## config.mk

```make
export PLATFORM = sky130hd
export DESIGN_NAME = encode_ctrl
export DESIGN_NICKNAME = d
export VERILOG_FILES = /design/src/rtl/encode_ctrl.sv
export SDC_FILE = /design/constraint.sdc
export NUM_CORES = 1
export LEC_CHECK = 0
export ABC_CLOCK_PERIOD_IN_PS = 4250
export CORE_MARGIN = 3
export CORE_UTILIZATION = 58
export CTS_CLUSTER_DIAMETER = 200
export DETAILED_ROUTE_END_ITERATION = 6
export MAX_ROUTING_LAYER = met4
export PLACE_DENSITY_LB_ADDON = 0.05
export SYNTH_ARGS = -nofsm -noshare
export SYNTH_HDL_FRONTEND = slang
export SYNTH_HIERARCHICAL = 1
export SYNTH_SLANG_ARGS = --single-unit
```

## constraint.sdc

```tcl
create_clock -name clk -period 4.25 [get_ports clk]
set_input_delay 0.85 -clock clk [delete_from_list [all_inputs] [get_ports clk]]
set_output_delay 0.85 -clock clk [all_outputs]
set_load 0.02 [all_outputs]
```

## src/rtl/encode_ctrl.sv

```systemverilog
// Column-serial parity encoder sequencer.
// Holds an N-column generator matrix and, for each accepted K-bit info word,
// walks the single-column parity encoder across all N columns (one per clock),
// assembling an N-bit codeword that is offered on a valid/ready output.
//
// Handshakes: a transfer happens on a rising edge where valid and ready are
// both high. The producer side (in_valid/in_info, out_valid/out_code) holds
// its data stable while valid is high and ready is low.

// Single-column parity: XOR-reduce of the info word masked by one column.
module encode #(
   parameter int K = 6
) (
   input  logic [K-1:0] info_bits,
   input  logic [K-1:0] generator_col,
   output logic         code_bit
);

   // Parity of the selected info bits
   assign code_bit = ^(info_bits & generator_col);

endmodule

module encode_ctrl #(
   parameter  int N  = 11,
   parameter  int K  = 6,
   localparam int AW = (N > 1) ? $clog2(N) : 1
) (
   input  logic          clk,
   input  logic          rst,
   input  logic          cfg_we,
   input  logic [AW-1:0] cfg_addr,
   input  logic [K-1:0]  cfg_col,
   input  logic          in_valid,
   output logic          in_ready,
   input  logic [K-1:0]  in_info,
   output logic          out_valid,
   input  logic          out_ready,
   output logic [N-1:0]  out_code,
   output logic          busy
);

   localparam logic [AW-1:0] LAST = AW'(N - 1);

   typedef enum logic [1:0] {
      IDLE = 2'd0,
      RUN  = 2'd1,
      DONE = 2'd2
   } state_t;

   state_t        state;
   logic [AW-1:0] col_idx;
   logic [K-1:0]  info;
   logic [K-1:0]  store [N];
   logic          code_bit;

   encode #(.K(K)) u_encode (
      .info_bits     (info),
      .generator_col (store[col_idx]),
      .code_bit      (code_bit)
   );

   // Column store: writable only while idle so a codeword sees one matrix
   always_ff @(posedge clk or posedge rst) begin
      if (rst) begin
         for (int i = 0; i < N; i++) begin
            store[i] <= '0;
         end
      end else if (state == IDLE && cfg_we && cfg_addr <= LAST) begin
         store[cfg_addr] <= cfg_col;
      end
   end

   // Sequencer: accept word, step through N columns, hold codeword until taken
   always_ff @(posedge clk or posedge rst) begin
      if (rst) begin
         state     <= IDLE;
         col_idx   <= '0;
         info      <= '0;
         out_code  <= '0;
         in_ready  <= 1'b1;
         out_valid <= 1'b0;
         busy      <= 1'b0;
      end else begin
         case (state)
            IDLE: begin
               if (in_valid) begin
                  info     <= in_info;
                  col_idx  <= '0;
                  out_code <= '0;
                  state    <= RUN;
                  in_ready <= 1'b0;
                  busy     <= 1'b1;
               end
            end
            RUN: begin
               out_code[col_idx] <= code_bit;
               if (col_idx == LAST) begin
                  col_idx   <= '0;
                  state     <= DONE;
                  out_valid <= 1'b1;
               end else begin
                  col_idx <= col_idx + 1'b1;
               end
            end
            DONE: begin
               if (out_ready) begin
                  state     <= IDLE;
                  out_valid <= 1'b0;
                  busy      <= 1'b0;
                  in_ready  <= 1'b1;
               end
            end
            default: begin
               state     <= IDLE;
               col_idx   <= '0;
               in_ready  <= 1'b1;
               out_valid <= 1'b0;
               busy      <= 1'b0;
            end
         endcase
      end
   end

endmodule

```

# After elaboration in Yosys (flattened, before gate mapping)
# Index checks and enable logic that the tools add are counted.
[word_totals]
ff_bits = 92
in_bits = 21
out_inout_bits = 14
wordCells = 76
[op_classes]
addsub = 1
order_cmp = 6
eq_ne = 6
mux = 26
bitwise = 6
reduce_logical = 13
[ops]
columns = ["operator", "count"]
rows = [
  ["66-bit bitwise mux", 1],
  ["6-bit binary-select mux with 4-bit select", 1],
  ["6-bit demux with 4-bit select", 1],
  ["11-bit case mux with 2 select lines", 1],
  ["6-bit two-way mux", 3],
  ["4-bit case mux with 3 select lines", 1],
  ["11-bit bitwise mux", 1],
  ["11-bit two-way mux", 1],
  ["5-bit greater-or-equal comparator, second input constant", 2],
  ["4-bit NOT with 5-bit output", 2],
  ["1-bit case mux with 3 select lines", 3],
  ["3-bit AND reduction", 3],
  ["4-bit two-way mux", 2],
  ["6-bit AND", 1],
  ["1-bit two-way mux", 6],
  ["2-bit two-way mux", 3],
  ["2-bit != test, second input constant", 3],
  ["2-bit case mux with 3 select lines", 1],
  ["2-bit AND reduction", 3],
  ["6-bit parity", 1],
  ["4-bit by 5-bit less-than comparator with 1-bit output, second input constant", 1],
  ["5-bit by 1-bit less-than comparator with 1-bit output, second input constant", 1],
  ["4-bit by 1-bit adder with 4-bit output, second input constant", 1],
  ["1-bit demux with 4-bit select", 1],
  ["9 further kinds", 14],
]

# Logic depth before layout (Yosys ltp)
[logic_depth]
ltp_word = 8
ltp_mapped = 13

# Cells and area by module
# The synthesis kept the hierarchy.
[by_module_without_submodules]
columns = ["module", "n_inst", "cells_each", "area_per_inst_um2", "seq_area_each_um2"]
rows = [
  ["encode_ctrl", 1, 335, 4279.1, 2303.5],
  ["encode", 1, 10, 81.3, 0.0],
]

# Worst setup path after synthesis
# OpenSTA, ideal clock, no wires.
[synth_timing]
kind = "reg-to-reg"
from = "register col_idx[1]"
to = "register out_code[8]"
setup_time_ns = 0.083
t_arrival_ns = 2.413
slack_ns = 1.754
path_stages_with_launch = 13
n_path_buf = 2
synth_period_minus_slack_ns = 2.496
cell_sequence = "dfrtp_1 > buf_2 > buf_2 > mux4_2 > a22oi_1 > o21ai_0 > nand2_1 > xnor2_1 > xnor3_1 > clkinv_1 > nor2_1 > mux2i_1 > o21ai_0"
[synth_between]
elab_chain_cells = 8
elab_cells_between_ends = 13
cone_classes = "2 x order compare; 7 x mux; 2 x bitwise; 2 x reduce/logical"
[synth_lines]
columns = ["item", "line_no", "text"]
rows = [
  ["start, declared", "52", "logic [AW-1:0] col_idx;"],
  ["start signal, assigned", "103", "col_idx <= col_idx + 1'b1;"],
  ["4-bit NOT with 5-bit output (not written as such)", "59", ".generator_col (store[col_idx]),"],
  ["6-bit binary-select mux with 4-bit select", "59", ""],
  ["6-bit two-way mux (not written as such) (2 in a row)", "59", ""],
  ["6-bit AND", "20", "assign code_bit = ^(info_bits & generator_col);"],
  ["6-bit parity", "20", ""],
  ["named net code_bit", "55", "logic code_bit;"],
  ["11-bit bitwise mux", "97", "out_code[col_idx] <= code_bit;"],
  ["11-bit case mux with 2 select lines", "85", "case (state)"],
  ["end signal, assigned by index", "97", ""],
  ["end, declared", "39", "output logic [N-1:0] out_code,"],
]
# The timed path passes the listed nets, and every way through them passes these cells. The select of a mux whose other input is x is not followed.
# A chain may end at the register's enable or synchronous reset.

# Worst setup path after layout
[layout_timing]
from = "register col_idx[0]"
to = "register out_code[8]"
# The elaborated chain is that of the path after synthesis.

==> qor.yml <==
outcome:
  outcome: "finished, final reports clean"
floorplan:
  die_area_um2: 8590
  core-area_um2: 7060
  die_w_um: 92.7
  start_util: 0.618
  ios: 35
  rows: 30
  fp.dieH_um: 92.7
worst_setup_path:
  worst_r2r_endpoint: "out_code[8]"
  path_class: "reg2reg"
  worstReg2RegStart: "col_idx[0]"
  path_max_fanout: 18
  critPathRequiredTime_ps: 4530
  ff2ff_path_depth: 10
  ff2ff_setup_slack_ps: 1050
  startpoint_type: "flop"
  cp.arrival_ps: 3480
  startpoint: "col_idx[0]"
  critPathCaptureType: "flop"
logic_synthesis:
  synthArstFlopShare: 1.00
  dominantRegCellSynth: "dfrtp_1"
  synth_nets: 366
  synth.distinct_cells: 42
  synth-seq-cells: 92
  avgSynthCellArea_um2: 12.6
  postSynthCellCount: 345
  ys_warn_count: 6
  synth-seq-area-share: 0.528
  synth_edf_count: 0
  synth_area_um2: 4360
route:
  first_pass_iters: 6
  via_count: 2860
  drtAntennaViolNets: 0
  wl_met2_um: 4410
  routed.top_layer: "met4"
  wirelength_um: 9120
  first_iter_violations: 250
  vias_per_cell: 6.02
  route.detailed.drc: 0
  route.met3.wl_um: 451
  drt-met1-wl_um: 4050
  post_drt_wl_per_cell_um: 19.2
placement:
  place.gp.congestion: 0.899
  dpl.hpwl_um: 6680
  dp.cells: 459
  portBuffers: 34
sta:
  fin_tns_setup_ps: 0
  timing.final.max_slew_violations: 0
  setup_viol: 0
  rsz0062_at_grt: "false"
  hold_viol: 0
  period_minus_slack_ps: 3200
  relSlewSlack: 0.280
  clock_skew_ps: 11.1
  fmax_mhz: 312
  post-route-period-util: 0.753
  worst_pin_slew_ps: 1080
final_layout:
  fin_cells: 475
  n_fill_cell: 568
  syn2layout_area_growth_pct: 13.7
  n_antenna_cell: 0
  nets: 395
  drive_above_1_share: 0.301
clocking:
  post_cts_resized: 0
  ctsHoldBuffers: 0
  cts_setup_buffers: 0
  max-clock-path-buffers: 2
  h-tree-depth: 3
  numCtsBuffers: 9
  clkLatencyLatePin_ps: 360
  cts.clk_slew.worst_paths_ps: 90
  clock-sinks: 92
  cts_root_buf: "clkbuf_8"
  cts_tree: "yes"
min_path:
  holdPathStages: 1
  whs_endpoint: "store[51]"
  hold_path.class: "reg2reg"
  hp-start: "store[51]"
power:
  power.density_nw_per_um2: 640
  ir_drop_mv: 0.295
  finalPower_mw: 3.17
  leakage_nw: 2.23
run:
  cap_viol_max_count: 0
grt:
  grt_pass1_wl_um: 15600
  grt_max_degree: 65
  antenna_found_initial: 0
  grt_pass1_vias: 2915
  overflow: 0
  globalRouteTotalUtil: 0.246
==> worst max path at each step <==
stage | slack, ps | end
2_1_floorplan | 1010 | busy
3_5_place_dp | 1070 | out_code[8]
6_report | 1050 | out_code[8]
4_1_cts | 1060 | out_code[8]
5_1_grt | 600 | out_code[8]
3_3_place_gp | 1190 | out_code[8]
==> through the flow <==
step                area, um^2  worst slack [ps]  hold WS, ps  utilization
finish                    4960              1050          508        0.703
global route              4960               600          523        0.703
CTS                       4960              1060          511        0.703
detailed placement        4760              1070          487        0.675
global placement          4760              1190          482        0.675
floorplan                 4360              1010          473            -
==> layout by cell type, fill, tap and decap left out, types with 2 or more instances in the layout <==
| master | n |
|---|---|
| nand3_1 | 7 |
| clkinv_4 | 2 |
| a21oi_1 | 12 |
| o31ai_1 | 6 |
| nor3_1 | 2 |
| inv_1 | 3 |
| buf_4 | 5 |
| a22oi_1 | 3 |
| clkbuf_8 | 10 |
| o21ai_0 | 13 |
| clkdlybuf4s50_1 | 34 |
| inv_8 | 2 |
| nor2b_1 | 9 |
| o211ai_1 | 7 |
| mux2_2 | 74 |
| mux2i_1 | 9 |
| mux4_2 | 9 |
| o311ai_0 | 3 |
| xnor2_1 | 2 |
| o41ai_1 | 3 |
| nor2_1 | 12 |
| nand2b_1 | 3 |
| o22ai_1 | 2 |
| nand2_1 | 34 |
| dfrtp_1 | 91 |
==> layer usage <==
| metal | track usage | vias up |
|---|---|---|
| met5 | - | - |
| met4 | 0.0757 | 0 |
| met3 | 0.0577 | 18 |
| met2 | 0.385 | 77 |
| met1 | 0.323 | 1455 |
| li1 | - | 1310 |
==> area by class of cell <==
class                      count  area [um^2]  share of cell area
clock buffer                  10          138              0.0278
clock inverter                 6         56.3              0.0114
inverter                       5         20.0             0.00404
multi-input combinational    227         1940               0.392
sequential                    92         2300               0.465
tap                           96          120              0.0242
timing repair buffer          39          378              0.0762
==> Yosys cell counts (2+ instances only) <==
cell / instances / area, um^2
a21oi_1: 12 / 60.1
a22oi_1: 3 / 22.5
buf_2: 7 / 35.0
clkbuf_1: 13 / 48.8
dfrtp_1: 91 / 2280
inv_1: 4 / 15.0
mux2_2: 74 / 833
mux2i_1: 9 / 90.1
mux4_2: 9 / 203
nand2_1: 34 / 128
nand2b_1: 3 / 18.8
nand3_1: 7 / 35.0
nor2_1: 12 / 45.0
nor2b_1: 9 / 56.3
nor3_1: 2 / 10.0
o211ai_1: 7 / 52.6
o21ai_0: 13 / 65.1
o22ai_1: 2 / 12.5
o311ai_0: 3 / 26.3
o31ai_1: 6 / 45.0
o41ai_1: 3 / 26.3
xnor2_1: 2 / 17.5
==> sequential cells by signal (all words and copies together), names as in the netlist <==
| register | cells |
|---|---|
| info | 6 |
| busy | 1 |
| out_valid | 1 |
| in_ready | 1 |
| out_code | 11 |
| col_idx | 4 |
| store | 66 |
| state | 2 |
==> kinds of logic after synthesis <==
kind of cell,synth area share
muxes,0.258
DFF,0.528
and+or+nand+nor,0.0892
AOI/OAI and AO/OA,0.0832
buffers and inverters,0.0261
xor gates and xnor gates,0.0149
==> power breakdown <==
group          internal (mW)  total [mW]  switching, mW
combinational          0.597        1.18          0.581
clock                  0.241       0.561          0.321
sequential              1.18        1.44          0.257
total                   2.02        3.17           1.16
==> worst max-delay path, stage by stage, from the launching register on <==
cell      delay (ps)
dfrtp_1          900
nor2b_1          560
a21oi_1          140
o22ai_1          180
nand2_1          110
xnor2_1          140
xnor3_1          360
clkinv_1         260
nor2_1           220
mux2i_1           90
o21ai_0          160
(Power assumes the default switching activity.)
==> patch 1: new RTL, same settings <==
Set the parameter `N` to 12 (it was 11).
--- a/src/rtl/encode_ctrl.sv
+++ b/src/rtl/encode_ctrl.sv
@@ -22,7 +22,7 @@
 endmodule
 
 module encode_ctrl #(
-   parameter  int N  = 11,
+   parameter  int N  = 12,
    parameter  int K  = 6,
    localparam int AW = (N > 1) ? $clog2(N) : 1
 ) (
Ports: changed (resized out_code); port bits go from 35 to 36. No check against the original RTL was run, so the function may have changed too.
==> patch 1 against the unedited design <==
Cell area increased by 7.3%. Clock power is 5.7% higher. Via count up 2.1%. Critical endpoint is now out_code[11]. Area after synthesis grew 8.1%. Sequential cell count grew 7. Worst setup slack improved by 170 ps. Wire length increased by 5.8%. Power increased by 0.44%.
==> patch 1: results <==
export IMPL_fin_crit_sh=0.712
export IMPL_cp_max_fo=16
export IMPL_portBuffers=35
export IMPL_layout_drive_gt1_share=0.328
export IMPL_antenna_found_initial=0
export IMPL_r2r_end="out_code[11]"
export IMPL_track_usage=0.237
export IMPL_reg_top3="store x72, out_code x12, info x6"
export IMPL_path_delay_family="flip-flops"
export IMPL_grt_pass1_wl_mm=15.7
export IMPL_place_ws_ps=1060
export IMPL_vias=2921
export IMPL_drt_iter0_drc=162
export IMPL_min_from="store[59]"
export IMPL_dp_hpwl_mm=6.71
export IMPL_cts_root_buffer="clkbuf_8"
export IMPL_clockBufferDepth=2
export IMPL_ir_drop_uv=294
export IMPL_nets=401
export IMPL_r2r_slack_ps=1220
export IMPL_r2r_cells=9
export IMPL_whs_endpoint="store[59]"
export IMPL_clkTransAtPathRegs_ps=100
export IMPL_r2r_start="col_idx[0]"
export IMPL_wl_mm=9.66
export IMPL_tightest_slew_ps=996
export IMPL_clkLatencyLatePin_ps=370
export IMPL_status="completed"
export IMPL_seq_area_frac_synth=0.526
export IMPL_slowest_stage="dfrtp_1"
export IMPL_p_leak_nw=2.47
export IMPL_place_congestion=0.815
export IMPL_setup_viol=0
export IMPL_synth_fp_nets=373
export IMPL_synth_distinct_cells=45
export IMPL_cp_arrival_ps=3280
export IMPL_synthTopCellsByCount="dfrtp_1 (98), mux2_2 (77), nand2_1 (33)"
export IMPL_firstDrtPassIters=4
export IMPL_finClkSkew_ps=8.83
export IMPL_grt_max_degree=39
export IMPL_cts_resized_gates=0
export IMPL_fillers=584
export IMPL_cpPeakStageDelay_ps=870
export IMPL_yosys_top_cells_area="dfrtp_1 (52%), mux2_2 (18%), mux4_2 (8.6%), nand2_1 (2.6%), nand4_1 (1.7%)"
export IMPL_h_tree_depth=3
## patch 1: layout make-up
type,count,share of cell area
tap,102,0.0240
clock inverter,6,0.0101
sequential,99,0.466
timing repair buffer,40,0.0729
inverter,5,0.00400
multi-input combinational,221,0.397
clock buffer,10,0.0259
## patch 1: power breakdown
part	leakage [nW]	internal (mW)	total [mW]	switching [mW]
Clock	0.101	0.242	0.593	0.351
Combinational	1.07	0.602	1.13	0.527
Sequential	1.30	1.22	1.47	0.250
Total	2.47	2.06	3.19	1.13
## patch 1: cells by family after synthesis
kind of cell               after synthesis  share of synthesized area
AOI/OAI and AO/OA                       31                     0.0475
xor gates and xnor gates                 4                     0.0120
adders and majority gates                4                     0.0106
buffers and inverters                   28                     0.0255
DFF                                     99                      0.526
muxes                                   96                      0.272
and+or+nand+nor                         86                      0.106
## patch 1: worst max-delay path by stage
stage	from	endpoint
final	col_idx[0]	out_code[11]
after detailed placement	cfg_addr[2]	store[23]
after global placement	cfg_addr[2]	store[18]
after CTS	col_idx[0]	out_code[11]
after global routing	col_idx[0]	out_code[11]
after floorplan	rst	busy
## patch 1: metal layers
metal / wire (µm) / part of all wire / up-vias / GRT usage
met5: 0 / 0 / - / -
met4: 157 / 0.016 / 0 / 0.0664
met3: 429 / 0.044 / 12 / 0.0516
met2: 4930 / 0.51 / 65 / 0.369
met1: 4140 / 0.43 / 1500 / 0.316
li1: - / - / 1344 / -
## patch 1: through the flow
stage	instance area [µm²]	cells	hold slack, ps
after global routing	5320	483	519
after detailed placement	5130	467	474
after floorplan	4710	348	452
final	5320	483	495
after global placement	5130	467	468
after CTS	5320	483	498
==> patch 2: new RTL, same settings <==
Without the edit above. Re-encode `state_t` (3 states) as one-hot, 3 bits wide.
--- a/src/rtl/encode_ctrl.sv
+++ b/src/rtl/encode_ctrl.sv
@@ -42,10 +42,10 @@
 
    localparam logic [AW-1:0] LAST = AW'(N - 1);
 
-   typedef enum logic [1:0] {
-      IDLE = 2'd0,
-      RUN  = 2'd1,
-      DONE = 2'd2
+   typedef enum logic [2:0] {
+      IDLE = 3'b001,
+      RUN  = 3'b010,
+      DONE = 3'b100
    } state_t;
 
    state_t        state;
Check against the original RTL: no difference found for any inputs over 4 cycles, from zero or initial values and one cycle with rst high; so few cycles prove little.
==> patch 2 against the unedited design <==
Via count up 7.0%. Wire length up 4.0%. Non-clock buffer count unchanged. Clock skew up 3.3 ps. Area after synthesis up 4.6%. Worst setup slack better by 260 ps. Synthesized cell count up 10%. Power down 4.2%. Sequential cell count up 1. Combinational power down 16%. Cell area up 3.3%. Global-route usage down 0.57 points. First-iteration DRC count down 45%. Fmax up 8.9%.
==> patch 2: results <==
export IMPL_seq_area_frac_synth=0.511
export IMPL_finClkSkew_ps=14.4
export IMPL_ir_drop_uv=371
export IMPL_fillers=572
export IMPL_path_delay_family="simple AND/OR/NAND/NOR gates"
export IMPL_yosys_top_cells_area="dfrtp_1 (50%), mux2_2 (18%), mux2i_1 (4.0%), o21ai_0 (3.2%), mux4_2 (3.0%)"
export IMPL_drt_iter0_drc=137
export IMPL_p_sw_mw=0.996
export IMPL_synth_top_area_frac=0.499
export IMPL_layout_drive_gt1_share=0.281
export IMPL_synth_xor_xnor_area_share=0.0143
export IMPL_r2r_cells=8
export IMPL_synth_compound_area_share=0.0908
export IMPL_nets=421
export IMPL_via_per_inst=6.07
export IMPL_first_global_vias=3042
export IMPL_synth_fp_nets=401
export IMPL_endpoint="out_code[0]"
export IMPL_synthTopCellsByCount="dfrtp_1 (91), mux2_2 (73), o21ai_0 (29)"
export IMPL_cpPeakStageDelay_ps=710
export IMPL_status="completed"
export IMPL_track_usage=0.240
export IMPL_dp_hpwl_mm=6.93
export IMPL_wire_per_inst_um=18.8
export IMPL_grt_pass1_wl_mm=15.9
export IMPL_firstDrtPassIters=4
export IMPL_place_ws_ps=1350
export IMPL_p_leak_nw=2.20
export IMPL_slew_headroom=0.421
export IMPL_vias=3060
export IMPL_place_congestion=0.907
export IMPL_synthMuxAreaShare=0.249
export IMPL_grt_max_degree=35
patch 2: changes by cell type after synthesis, sizes merged, moves of 3 or more:
cell / delta
mux4: -3
and3: +4
o41ai: -3
o211ai: -4
buf: +11
nand2: -10
o21ai: +16
a31oi: +4
o311ai: -3
a21oi: +8
mux2i: +9
patch 2: kinds of logic after synthesis:
| kind of cell | Yosys count |
|---|---|
| buffers and inverters | 33 |
| DFF | 93 |
| muxes | 97 |
| and+or+nand+nor | 80 |
| AOI/OAI and AO/OA | 72 |
| xor gates and xnor gates | 5 |
patch 2: per-layer routing:
metal	routed length, µm	global-route usage	vias up
met5	0	-	-
met2	4760	0.378	72
met4	109	0.0673	0
met3	380	0.0359	11
met1	4240	0.327	1573
li1	-	-	1404
patch 2: power groups by stage:
stage          clock, mW  combinational, mW  sequential [mW]
2_1_floorplan          0              0.820             1.36
3_3_place_gp           0              0.956             1.44
3_5_place_dp           0              0.990             1.45
4_1_cts            0.637              0.993             1.43
5_1_grt            0.669               1.09             1.47
6_report           0.627              0.987             1.43
patch 2: worst min-delay path by stage:
stage | start | to | slack, ps | cells past startpoint
6_report | store[44] | store[44] | 510 | 1
5_1_grt | store[10] | store[10] | 520 | 1
4_1_cts | store[10] | store[10] | 520 | 1
3_5_place_dp | store[44] | store[44] | 490 | 1
3_3_place_gp | store[58] | store[58] | 480 | 1
2_1_floorplan | store[26] | store[26] | 470 | 1
patch 2: final cells by class:
| type | count | area share |
|---|---|---|
| timing repair buffer | 39 | 0.0737 |
| clock inverter | 7 | 0.0168 |
| clock buffer | 9 | 0.0242 |
| tap | 99 | 0.0242 |
| inverter | 3 | 0.00244 |
| sequential | 93 | 0.455 |
| multi-input combinational | 254 | 0.404 |
